<file path="config.mk">
export PLATFORM = sky130hd
export DESIGN_NAME = regbank_mp
export DESIGN_NICKNAME = d
export VERILOG_FILES = /design/src/rtl/regbank_mp.sv
export SDC_FILE = /design/constraint.sdc
export NUM_CORES = 2
export LEC_CHECK = 0
export CORE_UTILIZATION = 45
export DETAILED_ROUTE_END_ITERATION = 12
export GPL_ROUTABILITY_DRIVEN = 0
export PLACE_DENSITY = 0.66
export SLEW_MARGIN = 5
export SYNTH_ARGS = -nofsm -noshare
export SYNTH_HDL_FRONTEND = slang
export SYNTH_SLANG_ARGS = --single-unit
export TNS_END_PERCENT = 1
</file>
<file path="constraint.sdc">
create_clock -name clk_in -period 149.8 [get_ports clk_in]
set_input_delay 37.45 -clock clk_in [delete_from_list [all_inputs] [get_ports clk_in]]
set_output_delay 37.45 -clock clk_in [all_outputs]
set_load 0.02 [all_outputs]
</file>
<file path="src/rtl/regbank_mp.sv">
// regbank_mp: multi-port register file with a RAW busy scoreboard for the
// pipelined RISC-V core.
//
// Two combinational read ports (A, B) and two clocked write ports. Port 0
// carries the ALU writeback and port 1 the load writeback. Port 1 has priority
// when both write the same register in one cycle. When ZERO_REG is set, x0
// reads as zero and is never written or marked busy. When BYPASS is set, a
// write in progress this cycle is forwarded to a matching read.
//
// Ports:
//   clk_in, rst_in          clock, asynchronous active-high reset
//   rd_addr_a/b             read addresses
//   rd_data_a/b             read data (combinational)
//   rd_busy_a/b             addressed register has a pending producer
//   wr_en0/wr_addr0/wr_data0  ALU writeback
//   wr_en1/wr_addr1/wr_data1  load writeback
//   issue_en/issue_addr     destination claimed by an issuing instruction
//   busy_vec                raw scoreboard, bit i = register i busy
module regbank_mp #(
    parameter int DATA_WIDTH = 32,
    parameter int NUM_REGS   = 32,
    parameter int ADDR_W     = 5,
    parameter int ZERO_REG   = 1,
    parameter int BYPASS     = 1
) (
    input  logic                  clk_in,
    input  logic                  rst_in,
    input  logic [ADDR_W-1:0]     rd_addr_a,
    input  logic [ADDR_W-1:0]     rd_addr_b,
    output logic [DATA_WIDTH-1:0] rd_data_a,
    output logic [DATA_WIDTH-1:0] rd_data_b,
    output logic                  rd_busy_a,
    output logic                  rd_busy_b,
    input  logic                  wr_en0,
    input  logic [ADDR_W-1:0]     wr_addr0,
    input  logic [DATA_WIDTH-1:0] wr_data0,
    input  logic                  wr_en1,
    input  logic [ADDR_W-1:0]     wr_addr1,
    input  logic [DATA_WIDTH-1:0] wr_data1,
    input  logic                  issue_en,
    input  logic [ADDR_W-1:0]     issue_addr,
    output logic [NUM_REGS-1:0]   busy_vec
);

    // The whole address space is populated so reads can index with the full
    // address width; entries that do not hold a live register read as zero.
    localparam int DEPTH = 2 ** ADDR_W;

    logic [DATA_WIDTH-1:0] bank_data [DEPTH];
    logic [DEPTH-1:0]      busy_all;

    genvar gi;

    // One storage slot plus scoreboard bit per architectural register.
    generate
        for (gi = 0; gi < DEPTH; gi++) begin : g_reg
            if (gi < NUM_REGS && !(ZERO_REG != 0 && gi == 0)) begin : g_live
                logic [DATA_WIDTH-1:0] value_reg;
                logic                  busy_reg;
                logic                  wr0_hit;
                logic                  wr1_hit;
                logic                  set_hit;

                assign wr0_hit = wr_en0 && (wr_addr0 == ADDR_W'(gi));
                assign wr1_hit = wr_en1 && (wr_addr1 == ADDR_W'(gi));
                assign set_hit = issue_en && (issue_addr == ADDR_W'(gi));

                always_ff @(posedge clk_in or posedge rst_in) begin
                    if (rst_in) begin
                        value_reg <= '0;
                        busy_reg  <= 1'b0;
                    end else begin
                        if (wr1_hit) begin
                            value_reg <= wr_data1;
                        end else if (wr0_hit) begin
                            value_reg <= wr_data0;
                        end
                        // A new producer issuing in the same cycle as the old
                        // producer's writeback keeps the register busy.
                        if (set_hit) begin
                            busy_reg <= 1'b1;
                        end else if (wr0_hit || wr1_hit) begin
                            busy_reg <= 1'b0;
                        end
                    end
                end

                assign bank_data[gi] = value_reg;
                assign busy_all[gi]  = busy_reg;
            end else begin : g_dead
                assign bank_data[gi] = '0;
                assign busy_all[gi]  = 1'b0;
            end
        end
    endgenerate

    assign busy_vec = busy_all[NUM_REGS-1:0];

    // Read ports: identical logic for A (index 0) and B (index 1).
    logic [ADDR_W-1:0] rd_addr_p [2];

    assign rd_addr_p[0] = rd_addr_a;
    assign rd_addr_p[1] = rd_addr_b;

    generate
        for (gi = 0; gi < 2; gi++) begin : g_rd
            logic                  in_range;
            logic                  is_zero;
            logic                  hit0;
            logic                  hit1;
            logic [DATA_WIDTH-1:0] rd_value;
            logic                  rd_busy;

            assign in_range = {1'b0, rd_addr_p[gi]} < (ADDR_W + 1)'(NUM_REGS);
            assign is_zero  = (ZERO_REG != 0) && (rd_addr_p[gi] == '0);
            assign hit1     = (BYPASS != 0) && wr_en1 && (wr_addr1 == rd_addr_p[gi]);
            assign hit0     = (BYPASS != 0) && wr_en0 && (wr_addr0 == rd_addr_p[gi]);

            always_comb begin
                rd_value = bank_data[rd_addr_p[gi]];
                rd_busy  = busy_all[rd_addr_p[gi]];
                if (rst_in || is_zero || !in_range) begin
                    // Reset gating keeps reads at zero while reset is held,
                    // even if a forwardable write is present.
                    rd_value = '0;
                    rd_busy  = 1'b0;
                end else if (hit1) begin
                    rd_value = wr_data1;
                    rd_busy  = 1'b0;
                end else if (hit0) begin
                    rd_value = wr_data0;
                    rd_busy  = 1'b0;
                end
            end
        end
    endgenerate

    assign rd_data_a = g_rd[0].rd_value;
    assign rd_data_b = g_rd[1].rd_value;
    assign rd_busy_a = g_rd[0].rd_busy;
    assign rd_busy_b = g_rd[1].rd_busy;

endmodule

</file>
* Word-level counts from Yosys, hierarchy flattened *
Index checks and enable logic that the tools add are counted.

storage, ports and cells
  flip-flop bits (word level) = 1023
  bits in latches = 0
  RAM bits = 0
  bits in read-only memories = 0
  input port bits = 94
  output and inout bits = 98
  memories kept = 0

operators by class
  add/sub/neg operators = 0
  multipliers = 0
  div/mod/pow operators = 0
  $lt $le $gt $ge = 4
  equality and inequality tests = 97
  shift operators = 0
  mux-type cells = 146
  bitwise operators = 2
  reductions and logical operators = 194

operators with widths
  cell                                                         number
  2-to-1 mux 32 bit                                            72
  binary-select mux 32 bit (select 5 bit)                      2
  equality test 5 bit (second input constant)                  48
  nonzero test 2 bit                                           62
  equality test 5 x 4 -> 1 bit (second input constant)         24
  logical AND 1 bit                                            97
  2-to-1 mux 1 bit                                             70
  equality test 5 x 3 -> 1 bit (second input constant)         12
  logical OR 1 bit                                             33
  equality test 5 x 2 -> 1 bit (second input constant)         6
  equality test 5 bit                                          4
  equality test 5 x 1 -> 1 bit (second input constant)         3
  >= comparator 6 bit (second input constant)                  2
  less-than comparator 5 x 6 -> 1 bit (second input constant)  2
  inverter 5 -> 6 bit                                          2
  binary-select mux 1 bit (select 5 bit)                       2
  zero test 5 bit                                              2

* Longest topological paths before layout *
  depth after elaboration = 7
  mapped depth = 9
  gate-level depth less buffers = 5

* Worst setup path before layout *
OpenSTA, ideal clock, no wires.

  path kind = input to output
  start = input port rst_in
  end = output port rd_data_b[10]
  arrival time = 62.773 ns
  required time = 112.350 ns
  setup slack = 49.577 ns
  stages = 7
  buffers on the path = 2
  path through = inv_1 > o41ai_2 > a21oi_2 > nand2b_1 > clkbuf_2 > buf_6 > o41ai_2

on the way
  longest elaborated chain between the ends = 2

ends and longest elaborated chain
  what               line  text
  start, declared    27    input logic rst_in,
  logical OR 1 bit   122   if (rst_in || is_zero || !in_range) begin
  2-to-1 mux 32 bit  122
  end, declared      31    output logic [DATA_WIDTH-1:0] rd_data_b,

Every way passes these cells.

* Worst setup path in the final report *
  start = input port rd_addr_a[1]
  end = output port rd_data_a[26]

on the way
  longest elaborated chain between the ends = 7

ends and longest elaborated chain
  what                                                  line  text
  start, declared                                       28    input logic [ADDR_W-1:0] rd_addr_a,
  inverter 5 -> 6 bit (not written as such)             120   rd_value = bank_data[rd_addr_p[gi]];
  binary-select mux 32 bit (select 5 bit)               120
  2-to-1 mux 32 bit (not written as such) (2 in a row)  120
  2-to-1 mux 32 bit                                     130   end else if (hit0) begin
  2-to-1 mux 32 bit                                     127   end else if (hit1) begin
  2-to-1 mux 32 bit (*)                                 122
  end, declared                                         30    output logic [DATA_WIDTH-1:0] rd_data_a,

Mark *: on every way between the ends. The rest lies on a longest branch, timed or not. The select of a mux whose other input is x is not followed.

==> results.py <==
metrics = {
    "synth": {
        "synth_nets": 7060,
        "synth_edf_count": 0,
        "async_reset_ff_share_pct": 100.0,
        "syn-mean-instance-area_um2": 9.652,
        "syn_area_um2": 67240,
        "syn_inst": 6966,
        "synth_flop_cell": "dfrtp_1",
        "ys_types": 56,
        "ys_seq_area_share_pct": 38.07,
        "ys_ff_latch": 1023,
        "yosys_warnings": 0,
    },
    "detailed_routing": {
        "routed_wl_mm": 270.1,
        "wl_per_cell_um": 31.52,
        "drtAntennaViolNets": 0,
        "detail_route.vias_per_cell": 6.757,
        "drt_iter0_markers": 7972,
        "drt-pass1-iter-count": 9,
        "drc": 0,
        "vias": 57900,
    },
    "placed_design": {
        "portBuffers": 190,
        "place.detailed.hpwl_mm": 155.6,
        "dp.cells": 8366,
    },
    "run": {
        "cap_violations": 0,
    },
    "layout": {
        "layout_commonest_cell": "mux2i_1",
        "layout.nets": 6645,
        "final_cell_mix": "mux2i_1, dfrtp_1, nor2_1",
        "nFillCells": 13510,
        "fin_cells": 8570,
        "largest_register_ffs": 992,
        "drive_gt1_share_pct": 10.69,
        "syn_to_final_growth_pct": 8.099,
    },
    "setup_path": {
        "cp_slowest_cell": "buf_4",
        "cp_common_cell": "buf_4",
        "path_buf_inv": 5,
        "cp_cell_sequence": "buf_6 -> buf_4 -> buf_4 -> nand2b_4 -> buf_4 -> o22ai_1 -> nor3_1 -> o41ai_2 -> clkdlybuf4s50_1",
        "cp-end-kind": "output pin",
        "cp-start-kind": "input port",
        "cpPeakStageDelay_ns": 0.91,
        "path_class": "input port to output pin",
        "crit_family": "buffers and inverters",
        "arrival_ns": 42.58,
        "path_max_fanout": 55,
        "crit_required_ns": 112.35,
    },
    "timing": {
        "final.period_utilization_pct": 53.42,
        "rsz0062_at_grt": "no",
        "layout_min_cycle_time_ns": 80.03,
        "worstMarginPinSlew_ns": 1.371,
        "setup_viol": 0,
        "fin_skew_ns": 0,
        "max_clock_freq_mhz": 12.50,
        "finalMaxSlewViolations": 0,
        "hold_viol_final": 0,
        "fin_tns_setup_ns": 0,
        "relSlewSlack_pct": 7.973,
    },
    "pwr": {
        "vdd_ir_drop_max_uv": 10.87,
        "power_density_nw_per_um2": 13.06,
        "total_leakage_power_nw": 31.82,
    },
    "hold_path": {
        "hp-class": "register to register",
    },
    "clock_network": {
        "postCtsHoldBufs": 0,
        "clk_pin_slew_ns": 0.06,
        "cts_buffers": 113,
        "clock-root-buffer": "clkbuf_16",
        "cts_tree": "yes",
        "cts.sinks": 1023,
        "clkLatencyLatePin_ns": 0.75,
        "cts_buffer_depth": 3,
        "cts_setup_buffers": 0,
        "cts_htree_levels": 3,
        "post_cts_resized": 0,
    },
    "floorplanning": {
        "design.die.area_um2": 151000,
        "rows": 141,
        "die_h_um": 388.5,
        "ios": 192,
        "start_util_pct": 45.42,
        "core_region_area_um2": 148000,
        "die_x_um": 388.5,
    },
    "global_routing": {
        "grt_max_degree": 181,
        "grtUsageTotal_pct": 34.85,
        "met3_usage_pct": 11.31,
        "grt_pass1_vias": 55880,
        "gr-usage-met1_pct": 44.53,
        "grt_pass1_wl_mm": 390.0,
        "gr-max-usage-layer": "met2",
        "antenna_found_initial": 7,
        "grt_use_met2_pct": 51.85,
        "grt_overflow": 0,
    },
    "run_status": {
        "outcome": "finished clean",
    },
}
==> report_power, final <==
group          leakage, nW  switching (W)  total (W)  internal (W)
Sequential            12.5      0.0000607   0.000411      0.000350
Combinational         17.5       0.000132   0.000248      0.000117
Clock                 1.84       0.000125   0.000290      0.000165
==> final timing paths <==
| check | start | endpoint | slack, ns | depth (start not counted) |
|---|---|---|---|---|
| max in group asynchronous | rst_in | g_reg[27].g_live.value_reg[12]$_DFFE_PP0P_ | 108.74 | 6 |
| setup / recovery | rd_addr_a[1] | rd_data_a[26] | 69.77 | 9 |
| hold reg to reg | g_reg[29].g_live.busy_reg$_DFFE_PP0P_ | g_reg[29].g_live.busy_reg$_DFFE_PP0P_ | 0.56 | 1 |
| hold / removal | g_reg[29].g_live.busy_reg$_DFFE_PP0P_ | g_reg[29].g_live.busy_reg$_DFFE_PP0P_ | 0.56 | 1 |
| setup reg to reg | g_reg[27].g_live.busy_reg$_DFFE_PP0P_ | g_reg[27].g_live.busy_reg$_DFFE_PP0P_ | 148.78 | 2 |
| min in group asynchronous | rst_in | g_reg[20].g_live.value_reg[4]$_DFFE_PP0P_ | 37.24 | 2 |
==> metal layers <==
metal	vias up	wire, µm
met4	4	17410
met3	1014	34980
li1	24360	-
met5	-	26
met2	4151	116400
met1	28380	101300
==> metrics by stage <==
stage | power (W) | setup slack, ns | instance area [µm²] | utilization, % | hold WS [ns]
global route | 0.0009872 | 69.91 | 72670 | 49.10 | 0.5915
finish | 0.0009491 | 69.77 | 72680 | 49.10 | 0.5644
global placement | 0.0006464 | 70.12 | 68940 | 46.58 | 0.5458
CTS | 0.0009426 | 70.13 | 72670 | 49.10 | 0.5624
floorplan | 0.0005817 | 49.58 | 67240 | - | 0.4996
detailed placement | 0.0006568 | 70.15 | 68940 | 46.58 | 0.5510
==> cell usage after synthesis, types with 5 or more instances <==
library cell  instances  area share (%)
mux2_2               65             1.1
a32oi_1              64            0.83
o21ai_0             492             3.7
a221oi_1             65            0.85
o21a_1               20            0.22
clkbuf_1            507             2.8
mux4_2              122             4.1
dfrtp_1            1023              38
a21oi_1             516             3.8
buf_1                92            0.51
and3_1                7           0.065
a32o_1               10            0.15
nand2_1             556             3.1
nand2b_1             69            0.64
nor2_4                6            0.10
nor2_1              546             3.0
buf_6                43            0.72
a22o_1                5           0.065
nor3_1              216             1.6
a311oi_1             44            0.57
mux2i_1            1681              25
buf_2               115            0.86
o41ai_2              63             1.5
o22ai_1             298             2.8
xor2_1               16            0.21
nor4_1                5           0.047
a22oi_1              44            0.49
and2_1                5           0.047
nor2b_1              73            0.68
inv_1                 8           0.045
buf_8                 5            0.11
buf_4               138             1.5
==> cells by family (layout without fill, tap and decap cells) <==
logic type	after synthesis	count (layout)	share of synthesized area, %
other cells	1	6	0.005577
compound gates	1634	1634	15.15
simple gates	1508	1508	9.658
flops	1023	1023	38.07
buf+inv	912	581	6.651
mux	1868	1868	30.20
xor+xnor	20	20	0.2605
==> layout make-up <==
class,count,area [µm²],area share [%]
Antenna cell,5,12.51,0.01721
Clock buffer,168,3346,4.603
Clock inverter,31,377.9,0.5199
Inverter,8,37.54,0.05164
Multi-Input combinational cell,5031,37580,51.71
Sequential cell,1023,25600,35.22
Tap cell,1930,2415,3.322
Timing Repair Buffer,374,3313,4.559
==> worst register-to-register path: cells and delay by family, from the launching register on <==
| family | cells | cell delay (ns) |
|---|---|---|
| flip-flops | 1 | 0.68 |
| AND/OR/NAND/NOR | 1 | 0.09 |
| AO/OA/AOI/OAI | 1 | 0.17 |
Note: power is estimated with default switching activity, not from simulation.
